## config.mk

```make
export PLATFORM = sky130hd
export DESIGN_NAME = multicycle_alu
export DESIGN_NICKNAME = d
export VERILOG_FILES = /design/src/rtl/multicycle_alu_pkg.sv /design/src/rtl/multicycle_alu_shift_unit.sv /design/src/rtl/multicycle_alu.sv
export SDC_FILE = /design/constraint.sdc
export NUM_CORES = 1
export LEC_CHECK = 0
export BUFFER_PORTS_ARGS = -buffer_cell sky130_fd_sc_hd__buf_4
export CAP_MARGIN = 0
export CORE_MARGIN = 3
export CORE_UTILIZATION = 56
export DETAILED_ROUTE_END_ITERATION = 7
export GPL_ROUTABILITY_DRIVEN = 1
export MAX_ROUTING_LAYER = met4
export PLACE_DENSITY = 0.77
export SETUP_SLACK_MARGIN = 0.5
export SLEW_MARGIN = 20
export SYNTH_ARGS = -nofsm -noshare
export SYNTH_HDL_FRONTEND = slang
export SYNTH_HIERARCHICAL = 1
export SYNTH_SLANG_ARGS = --single-unit
```

## constraint.sdc

```tcl
create_clock -name clk -period 3.3 [get_ports clk]
set_clock_uncertainty 0.15 [all_clocks]
set_input_delay 0.33 -clock clk [delete_from_list [all_inputs] [get_ports clk]]
set_output_delay 0.33 -clock clk [all_outputs]
set_load 0.01 [all_outputs]
```

## src/rtl/multicycle_alu_pkg.sv

```systemverilog
// Shared op codes and FSM encodings for the multi-cycle execute ALU.
// Op code values match what the ALU control decoder emits.
package multicycle_alu_pkg;

   localparam logic [3:0] ALU_ADD = 4'b0000;
   localparam logic [3:0] ALU_SUB = 4'b0001;
   localparam logic [3:0] ALU_AND = 4'b0010;
   localparam logic [3:0] ALU_XOR = 4'b0011;
   localparam logic [3:0] ALU_LUI = 4'b1000;
   localparam logic [3:0] ALU_OR  = 4'b1001;
   localparam logic [3:0] ALU_SRL = 4'b1010;
   localparam logic [3:0] ALU_SLL = 4'b1100;

   typedef enum logic [1:0] {
      IDLE  = 2'd0,
      SHIFT = 2'd1,
      DONE  = 2'd2
   } state_t;

   function automatic logic is_shift(input logic [3:0] op);
      return (op == ALU_SLL) || (op == ALU_SRL);
   endfunction

endpackage

```

## src/rtl/multicycle_alu_shift_unit.sv

```systemverilog
// Iterative one-bit-per-cycle shifter: shift register plus down-counter.
// value_o is the next shifted value so the caller can capture the final step.
module alu_shift_unit
   import multicycle_alu_pkg::*;
#(
   parameter int DATA_WIDTH  = 32,
   parameter int SHAMT_WIDTH = 5
) (
   input  logic                   clk,
   input  logic                   reset,
   input  logic                   load_i,
   input  logic                   step_i,
   input  logic                   left_i,
   input  logic [DATA_WIDTH-1:0]  data_i,
   input  logic [SHAMT_WIDTH-1:0] shamt_i,
   output logic [DATA_WIDTH-1:0]  value_o,
   output logic                   last_o
);

   logic [DATA_WIDTH-1:0]  sr;
   logic [SHAMT_WIDTH-1:0] cnt;
   logic                   left;

   assign value_o = left ? (sr << 1) : (sr >> 1);
   assign last_o  = (cnt == SHAMT_WIDTH'(1));

   always_ff @(posedge clk or negedge reset) begin
      if (!reset) begin
         sr   <= '0;
         cnt  <= '0;
         left <= 1'b0;
      end else if (load_i) begin
         sr   <= data_i;
         cnt  <= shamt_i;
         left <= left_i;
      end else if (step_i) begin
         sr  <= value_o;
         cnt <= cnt - SHAMT_WIDTH'(1);
      end
   end

endmodule

```

## src/rtl/multicycle_alu.sv

```systemverilog
// Execute-stage ALU: single-cycle logic/arith, iterative SLL/SRL.
// start/busy/done handshake lets the control FSM stall on shifts.
module multicycle_alu
   import multicycle_alu_pkg::*;
#(
   parameter int DATA_WIDTH  = 32,
   parameter int SHAMT_WIDTH = 5
) (
   input  logic                  clk,
   input  logic                  reset,
   input  logic                  start_i,
   input  logic [3:0]            ALU_Operation_i,
   input  logic [DATA_WIDTH-1:0] A_i,
   input  logic [DATA_WIDTH-1:0] B_i,
   output logic                  busy_o,
   output logic                  done_o,
   output logic [DATA_WIDTH-1:0] Result_o,
   output logic                  Zero_o
);

   state_t                 state;
   logic [SHAMT_WIDTH-1:0] shamt;
   logic                   shift_op;
   logic                   long_op;
   logic [DATA_WIDTH-1:0]  fast_res;
   logic [DATA_WIDTH-1:0]  sh_value;
   logic                   sh_last;
   logic                   sh_load;
   logic                   sh_step;

   assign shamt    = B_i[SHAMT_WIDTH-1:0];
   assign shift_op = is_shift(ALU_Operation_i);
   assign long_op  = shift_op && (shamt != '0);
   assign sh_load  = (state == IDLE) && start_i && long_op;
   assign sh_step  = (state == SHIFT);

   // Shifts only reach this path with shamt==0, so they pass A through.
   always_comb begin
      fast_res = '0;
      case (ALU_Operation_i)
         ALU_ADD: fast_res = A_i + B_i;
         ALU_SUB: fast_res = A_i - B_i;
         ALU_AND: fast_res = A_i & B_i;
         ALU_XOR: fast_res = A_i ^ B_i;
         ALU_OR:  fast_res = A_i | B_i;
         ALU_LUI: fast_res = B_i;
         ALU_SRL: fast_res = A_i;
         ALU_SLL: fast_res = A_i;
         default: fast_res = '0;
      endcase
   end

   alu_shift_unit #(
      .DATA_WIDTH (DATA_WIDTH),
      .SHAMT_WIDTH(SHAMT_WIDTH)
   ) u_shift (
      .clk    (clk),
      .reset  (reset),
      .load_i (sh_load),
      .step_i (sh_step),
      .left_i (ALU_Operation_i == ALU_SLL),
      .data_i (A_i),
      .shamt_i(shamt),
      .value_o(sh_value),
      .last_o (sh_last)
   );

   always_ff @(posedge clk or negedge reset) begin
      if (!reset) begin
         state    <= IDLE;
         busy_o   <= 1'b0;
         done_o   <= 1'b0;
         Result_o <= '0;
         Zero_o   <= 1'b1;
      end else begin
         done_o <= 1'b0;
         case (state)
            IDLE: begin
               if (start_i) begin
                  if (long_op) begin
                     state  <= SHIFT;
                     busy_o <= 1'b1;
                  end else begin
                     state    <= DONE;
                     done_o   <= 1'b1;
                     Result_o <= fast_res;
                     Zero_o   <= (fast_res == '0);
                  end
               end
            end
            SHIFT: begin
               if (sh_last) begin
                  state    <= DONE;
                  busy_o   <= 1'b0;
                  done_o   <= 1'b1;
                  Result_o <= sh_value;
                  Zero_o   <= (sh_value == '0);
               end
            end
            DONE: state <= IDLE;
            default: begin
               state  <= IDLE;
               busy_o <= 1'b0;
            end
         endcase
      end
   end

endmodule

```

=== Word-level counts from Yosys, hierarchy flattened ===
Index checks and enable logic that the tools add are counted.

* Bits in registers: 75
* Latch bits: 0
* Bits in writable memories: 0
* ROM bits: 0
* Logic and storage cells: 70
* Memories kept: 0

* Add/subtract/negate cells: 3
* Multiply operators: 0
* Divide/modulo/power cells: 0
* Order comparisons: 0
* Equality and inequality tests: 14
* Shift operators: 0
* Muxes and demuxes: 26
* Bitwise gates (word level): 4
* Reduce and logical (&&, ||, !) cells: 15

{| class="wikitable"
|+ Operators with widths
! kind !! number
|-
| $pmux 32 s7 || 1
|-
| $mux 32 || 6
|-
| $logic_not 32->1 || 2
|-
| $pmux 32 s2 || 1
|-
| $add 32x32->32 || 1
|-
| $and 32x32->32 || 1
|-
| $or 32x32->32 || 1
|-
| $sub 32x32->32 || 1
|-
| $xor 32x32->32 || 1
|-
| $eq 4x4->1 const B || 4
|-
| $mux 5 || 2
|-
| $mux 1 || 9
|-
| $eq 4x2->1 const B || 2
|-
| $ne 2x2->1 const B || 4
|-
| $reduce_and 4->1 || 2
|-
| $mux 2 || 3
|-
| $eq 5x1->1 const B || 1
|-
| $reduce_bool 5->1 || 1
|-
| $sub 5x1->5 const B || 1
|-
| $eq 4x1->1 const B || 1
|-
| $logic_not 4->1 || 1
|-
| $pmux 1 s2 || 2
|-
| $pmux 2 s2 || 1
|-
| $reduce_bool 2->1 || 2
|-
| 9 further kinds || 11
|}

=== Logic depth before layout (Yosys ltp) ===
Gate-level depths: netlist (run 1).

* Depth after elaboration: 7
* Gate-level depth with buffers: 19
* Depth with buffers taken out: 18

=== By module ===
The synthesis (run 1) kept the hierarchy.

{| class="wikitable"
|+ Modules (own cells, without submodules)
! module !! instances !! cells an instance !! area an instance (um^2)
|-
| multicycle_alu || 1 || 925 || 6802.8
|-
| alu_shift_unit || 1 || 206 || 2294.7
|}

=== Worst setup path after synthesis (run 1) ===
No wires, ideal clock.

* Kind: input to register
* From: input port ALU_Operation_i[0]
* To: register Zero_o
* Arrival time: 4569 ps
* Data required time: 3078 ps
* Slack: -1491 ps
* Cell stages on the path: 19
* Path buffers: 5
* Cells stage by stage: clkbuf_1 clkbuf_1 clkbuf_1 and2_0 clkbuf_1 nor2_1 xnor2_1 ha_1 clkbuf_1 and3_1 and3_1 a22o_1 a2111o_1 a311oi_1 xnor2_1 o21ai_1 a2111oi_2 nand4_1 o21ai_1

* Longest elaborated chain between the ends: 7
* Elaborated cells between the ends (all ways): 18
* Those cells by class: eq/ne: 8; mux: 4; reduce/logical: 6

{| class="wikitable"
|+ RTL lines
! what !! RTL line !! RTL
|-
| start, declared || multicycle_alu.sv:12 || <nowiki>input logic [3:0] ALU_Operation_i,</nowiki>
|-
| $eq 4x4->1 || multicycle_alu_pkg.sv:21, multicycle_alu.sv:40 ||
|-
| $reduce_or 2->1 (no line) || n/a ||
|-
| $pmux 32 s7 || multicycle_alu.sv:40 || <nowiki>case (ALU_Operation_i)</nowiki>
|-
| $logic_not 32->1 || multicycle_alu.sv:87 || <nowiki>Zero_o <= (fast_res == '0);</nowiki>
|-
| $mux 1 || multicycle_alu.sv:80 || <nowiki>if (long_op) begin</nowiki>
|-
| $mux 1 || multicycle_alu.sv:79 || <nowiki>if (start_i) begin</nowiki>
|-
| $pmux 1 s2 || multicycle_alu.sv:77 || <nowiki>case (state)</nowiki>
|-
| end signal, assigned || multicycle_alu.sv:87 ||
|-
| end signal, assigned || multicycle_alu.sv:97 || <nowiki>Zero_o <= (sh_value == '0);</nowiki>
|-
| end, declared || multicycle_alu.sv:18 || <nowiki>output logic Zero_o</nowiki>
|}

Parallel ways exist; a longest one is shown, timed or not. The select of a mux whose other input is x is not followed.
A chain may end at the register's enable or synchronous reset.

=== Worst setup path in the final report (run 1) ===
* From: input port B_i[2]
* To: register Result_o[29]

* Longest elaborated chain between the ends: 5
* Elaborated cells between the ends (all ways): 10
* Those cells by class: add/sub: 2; eq/ne: 1; mux: 4; reduce/logical: 3

{| class="wikitable"
|+ RTL lines
! what !! RTL line !! RTL
|-
| start, declared || multicycle_alu.sv:14 || <nowiki>input logic [DATA_WIDTH-1:0] B_i,</nowiki>
|-
| $sub 32x32->32 or $add 32x32->32 (tied branches) || multicycle_alu.sv:42, multicycle_alu.sv:41 ||
|-
| $pmux 32 s7 || multicycle_alu.sv:40 ||
|-
| $mux 32 || multicycle_alu.sv:80 ||
|-
| $mux 32 || multicycle_alu.sv:79 ||
|-
| $pmux 32 s2 || multicycle_alu.sv:77 ||
|-
| end signal, assigned || multicycle_alu.sv:86 || <nowiki>Result_o <= fast_res;</nowiki>
|-
| end signal, assigned || multicycle_alu.sv:96 || <nowiki>Result_o <= sh_value;</nowiki>
|-
| end, declared || multicycle_alu.sv:17 || <nowiki>output logic [DATA_WIDTH-1:0] Result_o,</nowiki>
|}

Parallel ways exist; a longest one is shown, timed or not. The select of a mux whose other input is x is not followed.

==> results of run 1 <==
## kinds of logic after synthesis
group / after synthesis
flops: 75
xor+xnor: 48
fa+ha+maj: 100
mux: 89
simple gates: 315
compound gates: 353
buf+inv: 151
## area by class of cell
cell class / count / area (um2) / area share [%]
clock inverter: 2 / 10.0 / 0.0764
tap: 211 / 264 / 2.02
inverter: 79 / 297 / 2.26
timing repair buffer: 378 / 2960 / 22.6
clock buffer: 13 / 270 / 2.06
sequential: 75 / 1880 / 14.3
multi-input combinational: 905 / 7420 / 56.6
## synth_stat cells, types with 10 or more instances
master / instances / area share (%)
nand2_1: 133 / 5.5
ha_1: 99 / 14
inv_1: 78 / 3.2
dfrtp_1: 74 / 20
o21ai_0: 67 / 3.7
o21ai_1: 63 / 3.5
clkbuf_1: 59 / 2.4
a21oi_1: 52 / 2.9
mux2i_1: 48 / 5.3
xnor2_1: 41 / 3.9
nor2_1: 39 / 1.6
mux2_4: 27 / 4.5
o22ai_1: 26 / 1.8
nor3_1: 21 / 1.2
nand3_1: 19 / 1.0
a221oi_1: 18 / 1.7
a22oi_1: 18 / 1.5
nor4_1: 16 / 1.1
a21o_1: 15 / 1.2
nand4_1: 14 / 0.96
o31ai_1: 14 / 1.2
nor2b_1: 13 / 0.89
mux2_2: 10 / 1.2
## metrics by stage
step	TNS [ns]	util [%]
after floorplan	-9.52	-
after global routing	-18.41	84.3
after global placement	-22.68	77.2
after detailed placement	-23.72	77.2
after CTS	-12.94	82.7
final	-15.62	84.3
## per-layer routing
| layer | part of all wire, % | vias to the layer above |
|---|---|---|
| met3 | 10 | 180 |
| li1 | - | 4790 |
| met4 | 4.6 | 0 |
| met5 | 0 | - |
| met2 | 44 | 798 |
| met1 | 41 | 5147 |
## flip-flops by register name, summed over array words and instances, names as in the netlist
signal / count
done_o: 1
state: 2
u_shift/sr: 32
Zero_o: 1
Result_o: 32
u_shift/left: 1
u_shift/cnt: 5
busy_o: 1
## power breakdown
group,internal [mW],switching (mW)
clock,0.564,0.373
combinational,1.70,1.99
sequential,1.33,0.381
## what timing repair did
item / 4_1_cts / 5_1_grt
setup buffers: 19 / 4
hold endpoints to repair: 0 / 0
gates resized for setup: 103 / 48
endpoints found under the setup margin: 28 / 32
pin swaps: 54 / 25
## final timing paths
path / end / startpoint / slack [ns] / cells past startpoint
min in group clk: u_shift/sr[18] / A_i[18] / 0.15 / 3
worst max register to register: Zero_o / u_shift/cnt[1] / 0.50 / 10
max in group asynchronous: u_shift/sr[20] / reset / 2.41 / 1
worst min-delay path: Result_o[8] / reset / -0.02 / 1
worst min register to register: Result_o[27] / Result_o[27] / 0.36 / 2
worst max-delay path: Result_o[29] / B_i[2] / -1.20 / 20
==> metrics.txt, run 1 <==
Cell Pwr Density=484 mW/mm2; syn_nets=1302; Ant. Diodes=0; P_leak=6.09 nW; Detail Route Antenna Nets=0; crit-path cells=buf_6, or3_4, or3b_4, or3_4, nor2_4, a31oi_2, xnor2_1, ha_1, buf_4, buf_6, a21oi_4, o21a_1, a31oi_1, a2111o_1, buf_6, nand4_1, mux2_4, o211ai_1, o22ai_1, o21ai_1; post-DP HPWL=26200 um; DR iter-0 viols=1410; Sink Count=75; simple-gate area share of the yosys netlist=17.5%; relative slew slack=30.7%; VDD IR max=0.407 mV; mux cell area share after synthesis=11.5%; GR Layer Usage met1=54.9%; unrepaired setup endpoints after global routing=true; Skew-Pair Late Insertion Delay=0.34 ns; # H-tree levels=3; Netlist Area Pre-Place=0.00910 mm2; met2 Use GR=64.2%; status=finished with violations; Synth Register Bits=75; Hold WC Path Type=input pin to asynchronous set/reset pin; max_cap viols=0; most frequent cells in the layout=356 x buf_4, 127 x nand2_1, 94 x ha_1; Async SR Flop Fraction=100%; io pins=106; Cell Rows=45; post-layout power=6.34 mW; Final Max Tran Viols=0; failing checks=negative hold slack, negative setup slack; initial cell density of the core=58.5%; critical path class=input pin to register; Setup violations, final=24; CP max stage delay=0.45 ns; Worst Max-Slew Pin Slew=1.03 ns; I/O Buffers=105; via count=10900; worst path bufs/invs=4; GR Util met3=6.46%; routed len/inst=22.9 um; Syn. warnings=6; Post-synth top flop=dfrtp_1; layout cells sized above 1=39.0%; first-pass GRT wire length=57600 um; synthesized area per cell=8.04 um2; die width=133 um; Synth cell types=85; clk slew on worst S/H paths=0.06 ns; grt peak-use layer=met2; drt drc=0; drt via density=6.56; Die ar.=0.0178 mm2; compound-gate portion of the synthesized area=25.0%; CP max-delay cell=a2111o_1; GP Congestion=0.999; largest net degree at the start of global routing=76; Layout area overhead=44.0%; crit-path leading delay family=compound AO/OA/AOI/OAI gates; FILL cells=908; Post-Synth XOR/XNOR Area=4.62%; die height=133 um; core area=0.0155 mm2; Placed Cells=1625; Gate Count Post-Synth=1131; TritonRoute pass-1 iters=6; total track usage=41.7%; hold buffer count at CTS=0; CTS tree=done; fin nets=1619; critical path arrival=4.59 ns; Setup WS pre-CTS=-1.38 ns; fin area=0.0131 mm2; Crit path required time=3.39 ns; Worst path most repeated cell=buf_6; CP Capture Type=register; via count of the first global-routing pass=10500; CP Launch Type=input pin; min Tclk post-route=4.50 ns; Non-Filler Instances=1663; final hold violation count=23; Post-Synth Adder-Cell Area=13.8%; grt ovf=0; clock buffer count from CTS=9; commonest non-fill, non-tap cell in the layout=buf_4; worst hold margin=-0.0198 ns; slack of the critical path=-1.20 ns; Final Routed Wirelength=38100 um; Clock Path Buffers=2; largest family of logic cells by synthesized area=compound AO/OA/AOI/OAI gates; cell area after placement=0.0120 mm2; Seq/Total Area, Yosys=20.6%; critical path fanouts, max=4; number of synthesized flops with an enable pin=0; fin crit share=136%; CTS root buffer=clkbuf_16; initial antenna violation count=0; f_max=222 MHz
No activity file was read; power rests on OpenSTA's default activity.
==> inputs of run 2 (changes only) <==
--- a/config.mk
+++ b/config.mk
@@ -11,6 +11,7 @@
 export CORE_UTILIZATION = 56
 export DETAILED_ROUTE_END_ITERATION = 7
 export GPL_ROUTABILITY_DRIVEN = 1
+export GPL_TIMING_DRIVEN = 0
 export MAX_ROUTING_LAYER = met4
 export PLACE_DENSITY = 0.77
 export SETUP_SLACK_MARGIN = 0.5
==> run 2 against run 1 <==
Net effect: the flow still finishes with violations (negative hold slack, negative setup slack); via count shrank 8.0%; sequential share of layout area up 1.1 points; wire length decreased by 11%; sequential power shrank 5%; hold slack got worse by 0.017 ns; global-route usage shrank 4.2 points; maximum frequency fell by 2.1%; setup slack worse by 0.097 ns; clock-buffer cell count unchanged; register-to-register slack improved by 0.16 ns; final cell count is 8.2% lower; critical endpoint is now Zero_o.
==> metrics.txt, run 2 (synthesized netlist as in run 1, its figures left out) <==
unrepaired setup endpoints after global routing=true; post-DP HPWL=25200 um; Crit path required time=3.41 ns; Worst Max-Slew Pin Slew=1.05 ns; initial antenna violation count=0; fin crit share=139%; CTS root buffer=clkbuf_16; die width=133 um; Detail Route Antenna Nets=0; clock share of power=16.2%; critical path class=input pin to register; core area=0.0155 mm2; grt ovf=0; Switching Fraction=41.1%; Hold WC Path Type=input pin to asynchronous set/reset pin; drt drc=0; Setup violations, final=23; Ant. Diodes=0; Core Util, Final=78.4%; drt via density=6.58; P_leak=5.35 nW; Final Routed Wirelength=33800 um; worst hold margin=-0.0367 ns; layout cells sized above 1=30.9%; Die ar.=0.0178 mm2; crit-path cells=buf_8, or3_4, or3b_4, or3_4, nor2_4, a31oi_1, xnor2_1, ha_1, buf_8, and3_4, and3_4, a22o_1, a2111o_1, a311oi_2, xnor2_1, o21ai_2, a2111oi_2, nand4_1, o21ai_1; CP max stage delay=0.49 ns; Pint=3.44 mW; io pins=106; GP Congestion=1.01; CP Launch Type=input pin; Cell Rows=45; die height=133 um; Setup WS pre-CTS=-1.91 ns; max_cap viols=0; Comb pwr share=55.7%; sw power=2.39 mW; most frequent cells in the layout=146 x buf_4, 125 x nand2_1, 94 x ha_1; I/O Buffers=104; CP max-delay cell=a2111o_1; status=finished with violations; Skew-Pair Late Insertion Delay=0.33 ns; VDD IR max=0.417 mV; Sink Count=75; min Tclk post-route=4.59 ns; critical path arrival=4.70 ns; # H-tree levels=3; CTS tree=done; Cell Pwr Density=479 mW/mm2; sequential share of power=28.2%; routed len/inst=22.2 um; largest net degree at the start of global routing=76; hold buffer count at CTS=0; f_max=218 MHz; fin nets=1481; relative slew slack=29.6%; critical path fanouts, max=5; commonest non-fill, non-tap cell in the layout=buf_4; DR iter-0 viols=1259; worst path bufs/invs=2; via count of the first global-routing pass=9677; total track usage=37.5%; crit-path leading delay family=simple AND/OR/NAND/NOR gates; failing checks=negative hold slack, negative setup slack; via count=10000; Layout area overhead=33.9%; clk slew on worst S/H paths=0.06 ns; final hold violation count=22; clock buffer count from CTS=9; first-pass GRT wire length=51600 um; Final Max Tran Viols=0; FILL cells=1115; initial cell density of the core=58.5%; slack of the critical path=-1.29 ns; Clock Path Buffers=2; CP Capture Type=register; TritonRoute pass-1 iters=6; Largest regs=Result_o x32, u_shift/sr x32, u_shift/cnt x5
[run 2: cell count changes in the layout (fill, tap and decap cells not counted), moves of 6 or more]
cell      change
buf_6        +10
clkbuf_2      +9
clkbuf_1     +33
buf_4       -210
a21oi_1       -7
buf_8         +6
[run 2: final timing paths]
kind                                  endpoint  depth (start not counted)            from  slack [ns]
worst max register to register          Zero_o                         10  u_shift/cnt[1]        0.66
min in group clk                u_shift/sr[31]                          3         A_i[31]        0.12
worst max-delay path                    Zero_o                         19          B_i[4]       -1.29
max in group asynchronous       u_shift/cnt[2]                          1           reset        2.41
worst min register to register    Result_o[26]                          2    Result_o[26]        0.33
worst min-delay path             u_shift/sr[5]                          1           reset       -0.04
[run 2: routing by layer]
metal | vias up | share of wire, % | global-route usage [%]
met1 | 4796 | 42 | 48.8
li1 | 4527 | - | -
met5 | - | 0 | -
met4 | 0 | 3.7 | 13.9
met3 | 115 | 9.8 | 8.61
met2 | 609 | 45 | 57.1
[run 2: final cells by class]
cell class,count,area (um2),share of cell area (%)
multi-input cells,905,7500,61.6
flip-flops and latches,75,1880,15.4
repair buffers,168,1380,11.3
plain buffers,72,571,4.68
inverters,79,300,2.47
well taps,211,264,2.17
clock buffers,13,250,2.05
clock inverters,3,40.0,0.329
[run 2: what timing repair did]
item | CTS | global route
resized for setup | 136 | 96
buffers inserted | 42 | 22
endpoints found under the setup margin | 31 | 71
pin swaps | 32 | 52
[run 2: worst reg2reg max path: cells and delay by family, from the launching register on]
kind	cells	cell delay [ns]
buffers and inverters	1	0.08
adders and majority gates	1	0.15
DFF	1	0.39
and+or+nand+nor	6	1.43
AOI/OAI and AO/OA	2	0.39
[run 2: metrics by stage]
stage | std cells | TNS (ns) | hold WS (ns) | area [um2] | power, mW
floorplan | 1131 | -9.52 | -0.116 | 9390 | 3.42
global placement | 1446 | -30.33 | 0.308 | 10400 | 4.32
detailed placement | 1446 | -30.77 | 0.319 | 10400 | 4.40
CTS | 1504 | -13.19 | 0.00617 | 11700 | 5.58
global route | 1526 | -17.29 | 0.0496 | 12200 | 6.17
finish | 1526 | -14.79 | -0.0367 | 12200 | 5.83
[run 2: power groups by stage]
stage | Sequential (mW) | Clock, mW | Combinational (mW)
3_3_place_gp | 1.62 | 0 | 2.70
2_1_floorplan | 1.65 | 0 | 1.77
5_1_grt | 1.69 | 0.994 | 3.49
4_1_cts | 1.63 | 0.954 | 2.99
3_5_place_dp | 1.64 | 0 | 2.76
6_report | 1.64 | 0.942 | 3.24
